===== src/rtl/r_bram_addr.sv =====
// r_bram_addr
// Read-side address generator for the interleaved row-buffer BRAM. Pixel x of
// buffer row r is stored at r + x*RB_COUNT. Once KERNEL_ROWS complete lines are
// buffered, every column is swept. Each column issues KERNEL_ROWS vertical tap
// reads, starting at top_row. Each finished output line frees one buffer row.
//
// State table:
//   state       | meaning
//   ------------+---------------------------------------------------------
//   S_IDLE      | not armed; waiting for a frame_filled rising edge
//   S_WAIT_ROWS | armed; waiting until KERNEL_ROWS rows are available
//   S_READ      | sweeping columns, one tap read per accepted cycle
//   S_LINE_END  | one-cycle line_done, advance top_row, release one row
//
// Ports:
//   clk           clock, rising edge
//   rst           asynchronous active-low reset
//   enable        global run; low freezes the FSM (rows_avail still counts)
//   frame_filled  a rising edge arms the reader (only while idle)
//   row_written   one-cycle pulse per complete line written
//   out_ready     downstream can accept a tap this cycle
//   read_addr     BRAM read address (registered)
//   read_en       BRAM read strobe (registered)
//   tap_idx       tap number belonging to read_addr
//   data_valid    read_en delayed by BRAM_LATENCY
//   data_tap_last with data_valid: the last tap of a column
//   line_done     one-cycle pulse after the last read of a line
//   rows_avail    filled, unconsumed buffer rows
//   overflow      sticky: a row was written while all rows were full
module r_bram_addr #(
    parameter int RB_COUNT     = 8,
    parameter int IMAGE_WIDTH  = 256,
    parameter int MEM_DEPTH    = RB_COUNT * IMAGE_WIDTH,
    parameter int KERNEL_ROWS  = 3,
    parameter int BRAM_LATENCY = 1,
    localparam int AW = $clog2(MEM_DEPTH),
    localparam int TW = $clog2(KERNEL_ROWS),
    localparam int CW = $clog2(RB_COUNT + 1)
) (
    input  logic          clk,
    input  logic          rst,
    input  logic          enable,
    input  logic          frame_filled,
    input  logic          row_written,
    input  logic          out_ready,
    output logic [AW-1:0] read_addr,
    output logic          read_en,
    output logic [TW-1:0] tap_idx,
    output logic          data_valid,
    output logic          data_tap_last,
    output logic          line_done,
    output logic [CW-1:0] rows_avail,
    output logic          overflow
);

    localparam int RBW  = $clog2(RB_COUNT);
    localparam int COLW = (IMAGE_WIDTH > 1) ? $clog2(IMAGE_WIDTH) : 1;

    typedef enum logic [1:0] {
        S_IDLE      = 2'd0,
        S_WAIT_ROWS = 2'd1,
        S_READ      = 2'd2,
        S_LINE_END  = 2'd3
    } state_t;

    state_t                  state;
    logic                    ff_prev;
    logic [RBW-1:0]          top_row;
    logic [COLW-1:0]         col;
    logic [TW-1:0]           tap;
    logic [BRAM_LATENCY-1:0] vld_pipe;
    logic [BRAM_LATENCY-1:0] last_pipe;

    logic          frame_edge;
    logic          last_read;
    logic          rows_dec;
    logic [AW-1:0] row_sel;
    logic [AW-1:0] issue_addr;

    always_comb begin
        frame_edge = frame_filled && !ff_prev;
        last_read  = (col == COLW'(IMAGE_WIDTH - 1)) && (tap == TW'(KERNEL_ROWS - 1));
        rows_dec   = (state == S_LINE_END) && enable;
        // RB_COUNT is a power of two, so the row wrap is a mask.
        row_sel    = (AW'(top_row) + AW'(tap)) & AW'(RB_COUNT - 1);
        issue_addr = row_sel + AW'(col) * AW'(RB_COUNT);
    end

    always_ff @(posedge clk or negedge rst) begin
        if (!rst) begin
            state     <= S_IDLE;
            ff_prev   <= 1'b0;
            top_row   <= '0;
            col       <= '0;
            tap       <= '0;
            read_addr <= '0;
            read_en   <= 1'b0;
            tap_idx   <= '0;
            line_done <= 1'b0;
        end else begin
            ff_prev   <= frame_filled;
            read_en   <= 1'b0;
            line_done <= 1'b0;
            if (enable) begin
                case (state)
                    S_IDLE: begin
                        if (frame_edge) state <= S_WAIT_ROWS;
                    end
                    S_WAIT_ROWS: begin
                        if (rows_avail >= CW'(KERNEL_ROWS)) begin
                            col   <= '0;
                            tap   <= '0;
                            state <= S_READ;
                        end
                    end
                    S_READ: begin
                        // Address, tap and column only move on an accepted read,
                        // so a stall neither skips nor repeats a tap.
                        if (out_ready) begin
                            read_en   <= 1'b1;
                            read_addr <= issue_addr;
                            tap_idx   <= tap;
                            if (tap == TW'(KERNEL_ROWS - 1)) begin
                                tap <= '0;
                                col <= col + 1'b1;
                            end else begin
                                tap <= tap + 1'b1;
                            end
                            if (last_read) state <= S_LINE_END;
                        end
                    end
                    S_LINE_END: begin
                        line_done <= 1'b1;
                        top_row   <= top_row + 1'b1;
                        state     <= S_WAIT_ROWS;
                    end
                    default: state <= S_IDLE;
                endcase
            end
        end
    end

    // Row accounting runs in every state; a write and a release in the same
    // cycle cancel out, and a write into a full buffer only raises overflow.
    always_ff @(posedge clk or negedge rst) begin
        if (!rst) begin
            rows_avail <= '0;
            overflow   <= 1'b0;
        end else begin
            if (row_written && !rows_dec) begin
                if (rows_avail == CW'(RB_COUNT)) overflow <= 1'b1;
                else                              rows_avail <= rows_avail + 1'b1;
            end else if (rows_dec && !row_written && rows_avail != '0) begin
                rows_avail <= rows_avail - 1'b1;
            end
        end
    end

    always_ff @(posedge clk or negedge rst) begin
        if (!rst) begin
            vld_pipe  <= '0;
            last_pipe <= '0;
        end else begin
            vld_pipe[0]  <= read_en;
            last_pipe[0] <= read_en && (tap_idx == TW'(KERNEL_ROWS - 1));
            for (int i = 1; i < BRAM_LATENCY; i++) begin
                vld_pipe[i]  <= vld_pipe[i-1];
                last_pipe[i] <= last_pipe[i-1];
            end
        end
    end

    assign data_valid    = vld_pipe[BRAM_LATENCY-1];
    assign data_tap_last = last_pipe[BRAM_LATENCY-1];

endmodule


===== config.mk =====
export PLATFORM = sky130hd
export DESIGN_NAME = r_bram_addr
export DESIGN_NICKNAME = d
export VERILOG_FILES = /design/src/rtl/r_bram_addr.sv
export SDC_FILE = /design/constraint.sdc
export NUM_CORES = 1
export LEC_CHECK = 0
export CAP_MARGIN = 20
export CORE_UTILIZATION = 42
export CTS_CLUSTER_SIZE = 24
export DETAILED_ROUTE_END_ITERATION = 16
export HOLD_SLACK_MARGIN = 0.03
export SYNTH_ARGS = -nofsm -noshare
export SYNTH_HDL_FRONTEND = slang
export SYNTH_SLANG_ARGS = --single-unit
export TNS_END_PERCENT = 30

===== constraint.sdc =====
create_clock -name clk -period 6 [get_ports clk]
set_input_delay 1.2 -clock clk [delete_from_list [all_inputs] [get_ports clk]]
set_output_delay 1.2 -clock clk [all_outputs]
set_load 0.05 [all_outputs]

==> key figures, run 1 <==
GRT
  • Met1 Resource Use GR: between 20% and 30%
  • Largest net degree at the start of global routing: 39
  • Routing usage on met2: between 20 and 30%
  • Congestion Overflow GR: 0
  • Vias in the first global route: roughly 1.3k
  • Initial antenna violation count: 0
  • GRT Max-Usage Layer: met2
  • First-pass GRT wire length: roughly 6300 um
  • GRT Overall Usage: between 15 and 20%
  • Grt met3 use: 5.12%

Floorplan
  • Die area: approximately 4800 um^2
  • Die height: 69.1 um
  • Row cnt: 24
  • Die span in x: 69.1 um
  • Core Area: between 4000 and 5000 um^2
  • Initial Util: 43.4%
  • Top Ports: 28

Drt
  • DRC viols: 0
  • Wirelength, routed: around 3600 um
  • Wire per inst: about 15 um
  • Number of nets with antenna violations after routing: 0
  • First drt pass iteration count: 4
  • DR vias/cell: roughly 5.3
  • Vias: roughly 1.3k
  • Drt first-iter violations: 68

Clock network
  • Total CTS buffers: 5
  • CTS tree: done
  • Post-CTS Resized: 0
  • Reg clk slew, reported paths: around 0.060 ns
  • CTS Hold Buffers Added: 0
  • Clock latency on the worst-skew pair: around 0.28 ns
  • Post-CTS Setup Inserts: 0
  • Num Clock Sinks: 38
  • Htree depth: 2
  • Worst-case clock buffer depth: 2
  • Root buf cell: clkbuf_8

Timing
  • Tmin final: ~2.9 ns
  • Final setup TNS: 0 ns
  • Max-slew violation count: 0
  • Max frequency: approximately 350 MHz
  • Final period util: 47.7%
  • Final setup viols: 0
  • RSZ-0062 raised after global routing: no
  • Clock skew: just under 0.007 ns
  • Hold Vio Cnt, Final: 0
  • Max transition margin: between 40% and 50%
  • Worst-Margin Slew: roughly 0.84 ns

Worst hold path
  • HP Class: reg -> reg

Synth
  • Mux share of post-synthesis cell area: just under 10%
  • Mapped Cells: roughly 160
  • Yosys cell types: 46
  • Largest family of logic cells by synthesized area: simple AND/OR/NAND/NOR gates
  • Flops & latches, synth: 38
  • Synth async-reset ratio: 100%
  • Top cells by area in the synthesized netlist: dfrtp_1, ha_1, mux2_2
  • Main synth FF type: dfrtp_1
  • Register area share after synthesis: 50.3%
  • Post-synthesis average cell area: roughly 12 um^2
  • Yosys top cell by area: dfrtp_1
  • Yosys warning total: 0
  • Synth top area share: between 50% and 60%
  • Syn_nets: 178
  • Post-Synth Simple-Gate Area: roughly 14%
  • Synth Cell Area: approximately 1900 um^2
  • Post-synthesis compound-gate area fraction: between 10% and 20%
  • Post-synth EDFFs: 0
  • Synth Area in Adders: around 8.1%
  • Post-synthesis xor/xnor area fraction: roughly 2.3%

Finish
  • Post-route cell area: 2270 um^2
  • N_diodes: 0
  • Final net count: between 200 and 250
  • Commonest non-fill, non-tap cells in the layout: dfrtp_1, clkdlybuf4s50_1, nand2_1
  • Fillers: approximately 390
  • Syn-to-layout area delta: 20.1%
  • Ratio of cells with drive above 1 in the final layout: approximately 15%
  • Post-Route Utilization: approximately 52%
  • Most common cell after layout, fill and taps aside: dfrtp_1

Placement
  • Dpl cell area: between 2000 and 2500 um^2
  • Port Buffer Count: 27
  • Gpl congestion: between 0.7 and 0.8
  • HPWL Detailed: 2540 um

Power and ir drop
  • LEAKAGE: roughly 1.0 nW
  • Power per standard cell area: a little under 500 nW/um^2
  • Max IR drop VDD: roughly 0.32 mV

Flow run
  • Max Cap Violations: 0

Setup path
  • CP required: between 6 and 7 ns
  • Worst setup SP type: input port
  • Arr. time, crit path: around 3.0 ns
  • Crit end category: register
  • Worst-path maximum fanout: 6
  • Critical path type: in -> reg

Status
  • Status: completed
cell families (layout without fill, tap and decap cells):
family	count (synthesis)	in the layout
muxes	15	15
AOI/OAI and AO/OA	29	29
buffers and inverters	16	44
and+or+nand+nor	47	47
adders and majority gates	11	11
DFF	38	38
xor gates and xnor gates	5	5
cell type report:
cell class / instances / area, um^2 / share of cell area, %
clock buffer: 6 / 82.6 / 3.63
inverter: 11 / 41.3 / 1.82
multi-input combinational: 107 / 867 / 38.2
sequential: 38 / 951 / 41.9
tap: 52 / 65.1 / 2.86
timing repair buffer: 27 / 265 / 11.7
critical path, stage by stage:
cell	delay, ns
clkdlybuf4s50_1	0.56
nand2_1	0.14
nand2_1	0.22
ha_1	0.27
a21o_1	0.16
a21oi_1	0.16
mux4_2	0.30
report_power, final:
group          internal, mW  switching, mW
registers             0.330         0.0753
logic                 0.207          0.322
clock network        0.0885         0.0806
total                 0.625          0.478
path summary, 6_finish.rpt:
check,start,end,slack [ns],cells after the start
setup / recovery,enable,rows_avail[3],3.14,7
min in group asynchronous,rst,col[6],1.02,1
setup reg to reg,state[1],state[1],3.76,6
max in group asynchronous,rst,tap[1],4.45,1
hold / removal,read_en,data_valid,0.41,0
hold reg to reg,read_en,data_valid,0.41,0
sequential cells by signal (all words and copies together) (netlist names), 2 cells and up:
signal      count
col             8
top_row         3
tap_idx         2
rows_avail      4
tap             2
read_addr      11
state           2
stage by stage:
step | setup slack, ns | power, mW | instances | hold slack (ns)
floorplan | 3.56 | 0.787 | 161 | 0.464
global placement | 2.92 | 0.926 | 235 | 0.391
detailed placement | 2.85 | 0.946 | 235 | 0.396
CTS | 3.14 | 1.12 | 241 | 0.412
global route | 3.05 | 1.19 | 241 | 0.432
finish | 3.14 | 1.10 | 241 | 0.408
synthesized netlist by cell type, types with 2 or more instances:
cell type and instances:
nor4_1 2, buf_2 2, or2_1 2, inv_1 11, nand3_1 2, xor2_1 3
o21ai_0 10, mux2_4 2, nand2_1 17, or4_1 5, mux2_1 2, and4_1 2
xnor2_1 2, a21o_1 2, dfrtp_1 38, o211ai_1 6, mux2_2 8, fa_1 2
o2111ai_1 2, ha_1 9, nor2_1 5, o41ai_1 2, mux2i_1 2
per-layer routing:
metal | part of all wire [%] | vias to the layer above
met3 | 3.3 | 4
met4 | 1.1 | 0
li1 | - | 627
met2 | 49 | 24
met5 | 0 | -
met1 | 46 | 629
(Power assumes the default switching activity.)
==> inputs of run 2 (changes only) <==
--- a/config.mk
+++ b/config.mk
@@ -10,6 +10,7 @@
 export CTS_CLUSTER_SIZE = 24
 export DETAILED_ROUTE_END_ITERATION = 16
 export HOLD_SLACK_MARGIN = 0.03
+export PLACE_DENSITY = 0.67
 export SYNTH_ARGS = -nofsm -noshare
 export SYNTH_HDL_FRONTEND = slang
 export SYNTH_SLANG_ARGS = --single-unit
==> constraint.sdc (replaced) <==
create_clock -name clk -period 2.5 [get_ports clk]
set_input_delay 0.5 -clock clk [delete_from_list [all_inputs] [get_ports clk]]
set_output_delay 0.5 -clock clk [all_outputs]
set_load 0.05 [all_outputs]
==> key figures, run 2 (same netlist as run 1, synthesis figures left out) <==
Setup path
  • Worst path bufs/invs: 1
  • R2R setup slack: between 0.3 and 0.4 ns
  • Crit end category: primary output
  • CP required: ~2 ns
  • Worst-path maximum fanout: 7
  • Slowest stage cell, crit path: clkdlybuf4s50_1
  • Largest stage delay, worst path: approximately 0.86 ns
  • Critical path type: reg -> out
  • Reg2reg end: state[1]
  • Cell family with the largest share of critical-path delay: buffers and inverters
  • Worst setup SP type: register
  • Arr. time, crit path: around 1.7 ns
  • FF-to-FF Start: state[1]
  • Reg2Reg Depth: 6
  • Crit-path cells: clkdlybuf4s50_1

Power and ir drop
  • Max IR drop VDD: slightly below 1 mV
  • Power per standard cell area: about 1200 nW/um^2
  • LEAKAGE: ~1.1 nW

Finish
  • Most common cell after layout, fill and taps aside: dfrtp_1
  • Largest Register: read_addr
  • N_diodes: 0
  • Largest registers: read_addr: 11 flops, col: 8 flops, rows_avail: 4 flops
  • Commonest non-fill, non-tap cells in the layout: dfrtp_1, clkdlybuf4s50_1, nand2_1
  • Max FFs per register: 11
  • Syn-to-layout area delta: 21.8%
  • Final net count: between 200 and 250
  • Ratio of cells with drive above 1 in the final layout: between 10% and 20%
  • Post-Route Utilization: 52.9%

Timing
  • Max-slew violation count: 0
  • Max frequency: 464 MHz
  • Final period util: a little under nine tenths
  • Worst-Margin Slew: about 0.8 ns
  • Max transition margin: between 40 and 50%
  • Clock skew: 0.00597 ns
  • Tmin final: about 2.2 ns
  • Final setup TNS: 0 ns
  • RSZ-0062 raised after global routing: no
  • Final setup viols: 0
  • Hold Vio Cnt, Final: 0

Clock network
  • Clock latency on the worst-skew pair: between 0.2 and 0.3 ns
  • Htree depth: 2
  • Total CTS buffers: 5
  • Worst-case clock buffer depth: 2
  • Num Clock Sinks: 38
  • CTS Hold Buffers Added: 0
  • Root buf cell: clkbuf_8
  • Post-CTS Resized: 0
  • Post-CTS Setup Inserts: 0
  • Reg clk slew, reported paths: 0.07 ns
  • CTS tree: done

Placement
  • HPWL Detailed: about 2500 um
  • Port Buffer Count: 27
  • Gpl congestion: between 0.7 and 0.8

Drt
  • Wire per inst: 13.6 um
  • DRC viols: 0
  • First drt pass iteration count: 4
  • Number of nets with antenna violations after routing: 0
  • DR vias/cell: 5.26
  • Drt first-iter violations: a little under 70
  • Vias: 1294
  • Wirelength, routed: 3340 um

Floorplan
  • Core Area: ~4400 um^2
  • Die height: 69.1 um
  • Top Ports: 28
  • Die span in x: 69.1 um
  • Die area: ~4800 um^2
  • Initial Util: between 40% and 50%
  • Row cnt: 24

GRT
  • First-pass GRT wire length: between 6000 and 7000 um
  • Largest net degree at the start of global routing: 39
  • Vias in the first global route: between 1k and 1.5k
  • Congestion Overflow GR: 0
  • Initial antenna violation count: 0
  • GRT Overall Usage: between 15 and 20%

Flow run
  • Max Cap Violations: 0

Worst hold path
  • HP Class: in -> async

Status
  • Status: completed
run 2: worst max path at each step:
stage | startpoint | to | cells past startpoint
floorplan | rows_avail[3] | state[1] | 4
global placement | enable | rows_avail[3] | 7
detailed placement | enable | rows_avail[3] | 7
CTS | rows_avail[0] | rows_avail[0] | 1
global route | state[1] | state[1] | 6
finish | rows_avail[0] | rows_avail[0] | 1
run 2: report_power, final:
part	leakage (nW)	switching (mW)	internal, mW
logic	0.525	0.761	0.505
registers	0.495	0.178	0.791
clock network	0.0482	0.206	0.222
total	1.07	1.14	1.52
run 2: area by class of cell:
cell class | instances | area (um^2)
clock buffers | 7 | 86.3
clock inverters | 1 | 5.00
fillers | 373 | 2050
inverters | 11 | 41.3
multi-input cells | 107 | 867
flip-flops and latches | 38 | 951
well taps | 52 | 65.1
repair buffers | 30 | 288
run 2: stage by stage:
stage / setup WS [ns] / instances / power, mW / instance area (um^2) / hold WS [ns]
floorplan: 0.592 / 161 / 1.89 / 1890 / 0.204
global placement: 0.255 / 238 / 2.21 / 2210 / 0.383
detailed placement: 0.135 / 238 / 2.26 / 2210 / 0.400
CTS: 0.339 / 246 / 2.70 / 2300 / 0.340
global route: 0.221 / 246 / 2.87 / 2300 / 0.387
finish: 0.346 / 246 / 2.66 / 2300 / 0.306
run 2: worst register-to-register path, stage by stage, from the launching register on:
cell and delay [ns]:
dfrtp_1 0.42, inv_1 0.09, ha_1 0.16, or3b_4 0.40
o211ai_4 0.41, a221o_2 0.24, mux2_4 0.30
run 2: per-layer routing:
layer  up-vias  GRT usage [%]  routed length (um)
met5         -              0                   0
met4         0           5.44                  46
met3         5           5.12                 137
met2        25           26.8                1570
met1       624           20.3                1580
li1        640              -                   -
==> inputs of run 3 (changes only) <==
--- a/config.mk
+++ b/config.mk
@@ -6,11 +6,11 @@
 export NUM_CORES = 1
 export LEC_CHECK = 0
 export CAP_MARGIN = 20
-export CORE_UTILIZATION = 42
+export CORE_UTILIZATION = 48
 export CTS_CLUSTER_SIZE = 24
 export DETAILED_ROUTE_END_ITERATION = 16
 export HOLD_SLACK_MARGIN = 0.03
-export PLACE_DENSITY = 0.67
+export PLACE_DENSITY = 0.75
 export SYNTH_ARGS = -nofsm -noshare
 export SYNTH_HDL_FRONTEND = slang
 export SYNTH_SLANG_ARGS = --single-unit
==> key figures, run 3 (same netlist as run 1, synthesis figures left out) <==
Status
  • Status: completed

Drt
  • DRC viols: 0
  • Wirelength, routed: about 3400 um
  • First drt pass iteration count: 4
  • Number of nets with antenna violations after routing: 0
  • Vias: between 1k and 1.5k
  • Wire length on met3: around 150 um
  • Met2 WL: 1710 um
  • Wire per inst: about 14 um
  • M1 WL: about 1500 um
  • DR top layer: met4
  • DR vias/cell: between 5 and 6
  • Drt first-iter violations: 69

Clock network
  • Worst-case clock buffer depth: 2
  • CTS tree: done
  • Post-CTS Setup Inserts: 0
  • Reg clk slew, reported paths: 0.07 ns
  • Htree depth: 2
  • Post-CTS Resized: 0
  • Clock latency on the worst-skew pair: ~0.28 ns
  • Total CTS buffers: 5
  • Root buf cell: clkbuf_8
  • CTS Hold Buffers Added: 0
  • Num Clock Sinks: 38

Worst hold path
  • HP Class: in -> async

GRT
  • Initial antenna violation count: 0
  • GRT Overall Usage: 19.4%
  • First-pass GRT wire length: just over 6000 um
  • Vias in the first global route: approximately 1.4k
  • Largest net degree at the start of global routing: 39
  • Congestion Overflow GR: 0

Setup path
  • Arr. time, crit path: 2.31 ns
  • Reg2Reg Depth: 6
  • Crit-path cells: inv_1 > ha_1 > or3b_4 > o211ai_4 > a221o_2 > mux2_4
  • Worst path depth: 6
  • Worst-path maximum fanout: 18
  • Slowest stage cell, crit path: o211ai_4
  • Worst setup SP type: register
  • Crit end category: register
  • R2R setup slack: roughly 0.36 ns
  • Worst path bufs/invs: 1
  • Largest stage delay, worst path: approximately 0.42 ns
  • Critical path type: reg -> reg
  • CP required: between 2 and 3 ns
  • Cell family with the largest share of critical-path delay: compound AO/OA/AOI/OAI gates

Timing
  • Final setup viols: 0
  • RSZ-0062 raised after global routing: no
  • Hold Vio Cnt, Final: 0
  • Max transition margin: a little under half
  • Tmin final: approximately 2.1 ns
  • Max frequency: approximately 470 MHz
  • Final period util: a little under nine tenths
  • Max-slew violation count: 0
  • Worst-Margin Slew: about 0.82 ns
  • Final setup TNS: 0 ns
  • Clock skew: about 0.0040 ns

Finish
  • Fillers: about 310
  • Syn-to-layout area delta: 21.5%
  • Most common cell after layout, fill and taps aside: dfrtp_1
  • Commonest non-fill, non-tap cells in the layout: dfrtp_1, clkdlybuf4s50_1, nand2_1
  • Largest Register: read_addr
  • Largest registers: read_addr: 11 flops, col: 8 flops, rows_avail: 4 flops
  • Ratio of cells with drive above 1 in the final layout: between 15 and 20%
  • Post-route cell area: 2300 um^2
  • Final net count: 210
  • N_diodes: 0
  • Max FFs per register: 11

Power and ir drop
  • Max IR drop VDD: just over 0.8 mV
  • Power per standard cell area: between 1000 and 1500 nW/um^2
  • Total power after layout: roughly 2.7 mW
  • LEAKAGE: around 1.1 nW

Floorplan
  • Initial Util: 50.9%
  • Row cnt: 22
  • Die area: 4200 um^2
  • Core Area: around 3700 um^2
  • Die span in x: 64.8 um
  • Die height: 64.8 um
  • Top Ports: 28

Placement
  • Gpl congestion: 0.782
  • HPWL Detailed: between 2000 and 2500 um
  • Port Buffer Count: 27
  • Dpl cell area: 2210 um^2

Flow run
  • Max Cap Violations: 0
-- run 3: cell counts in the layout (fill, tap and decap cells not counted) --
No cell type changed its count.
-- run 3: final cells by class --
type | count | area (um^2) | share of cell area (%)
multi-input combinational | 107 | 867 | 37.7
clock inverter | 1 | 5.00 | 0.218
tap | 48 | 60.1 | 2.61
inverter | 11 | 41.3 | 1.80
clock buffer | 7 | 86.3 | 3.76
sequential | 38 | 951 | 41.4
timing repair buffer | 30 | 288 | 12.5
-- run 3: worst paths after layout --
kind / startpoint / end
max: state[1] / state[1]
min: rst / rows_avail[2]
max reg2reg: state[1] / state[1]
min reg2reg: read_en / data_valid
max in group asynchronous: rst / rows_avail[0]
min in group clk: read_en / data_valid
-- run 3: metrics by stage --
step	util, %	instances	hold slack, ns	worst slack [ns]
2_1_floorplan	-	161	0.204	0.592
6_report	61.9	242	0.313	0.357
5_1_grt	61.9	242	0.384	0.237
3_5_place_dp	59.4	234	0.394	0.119
3_3_place_gp	59.4	234	0.383	0.255
4_1_cts	61.9	242	0.340	0.352
-- run 3: per-layer routing --
metal  GRT usage [%]  up-vias
met5               0        -
met4            7.22        0
met3            5.63        6
met2            33.7       33
met1            22.3      666
li1                -      637
-- run 3: power breakdown --
group,leakage [nW],total (mW),internal [mW],switching (mW)
clock network,0.0482,0.425,0.222,0.203
logic,0.525,1.28,0.510,0.774
registers,0.495,0.969,0.791,0.178
total,1.07,2.68,1.52,1.15
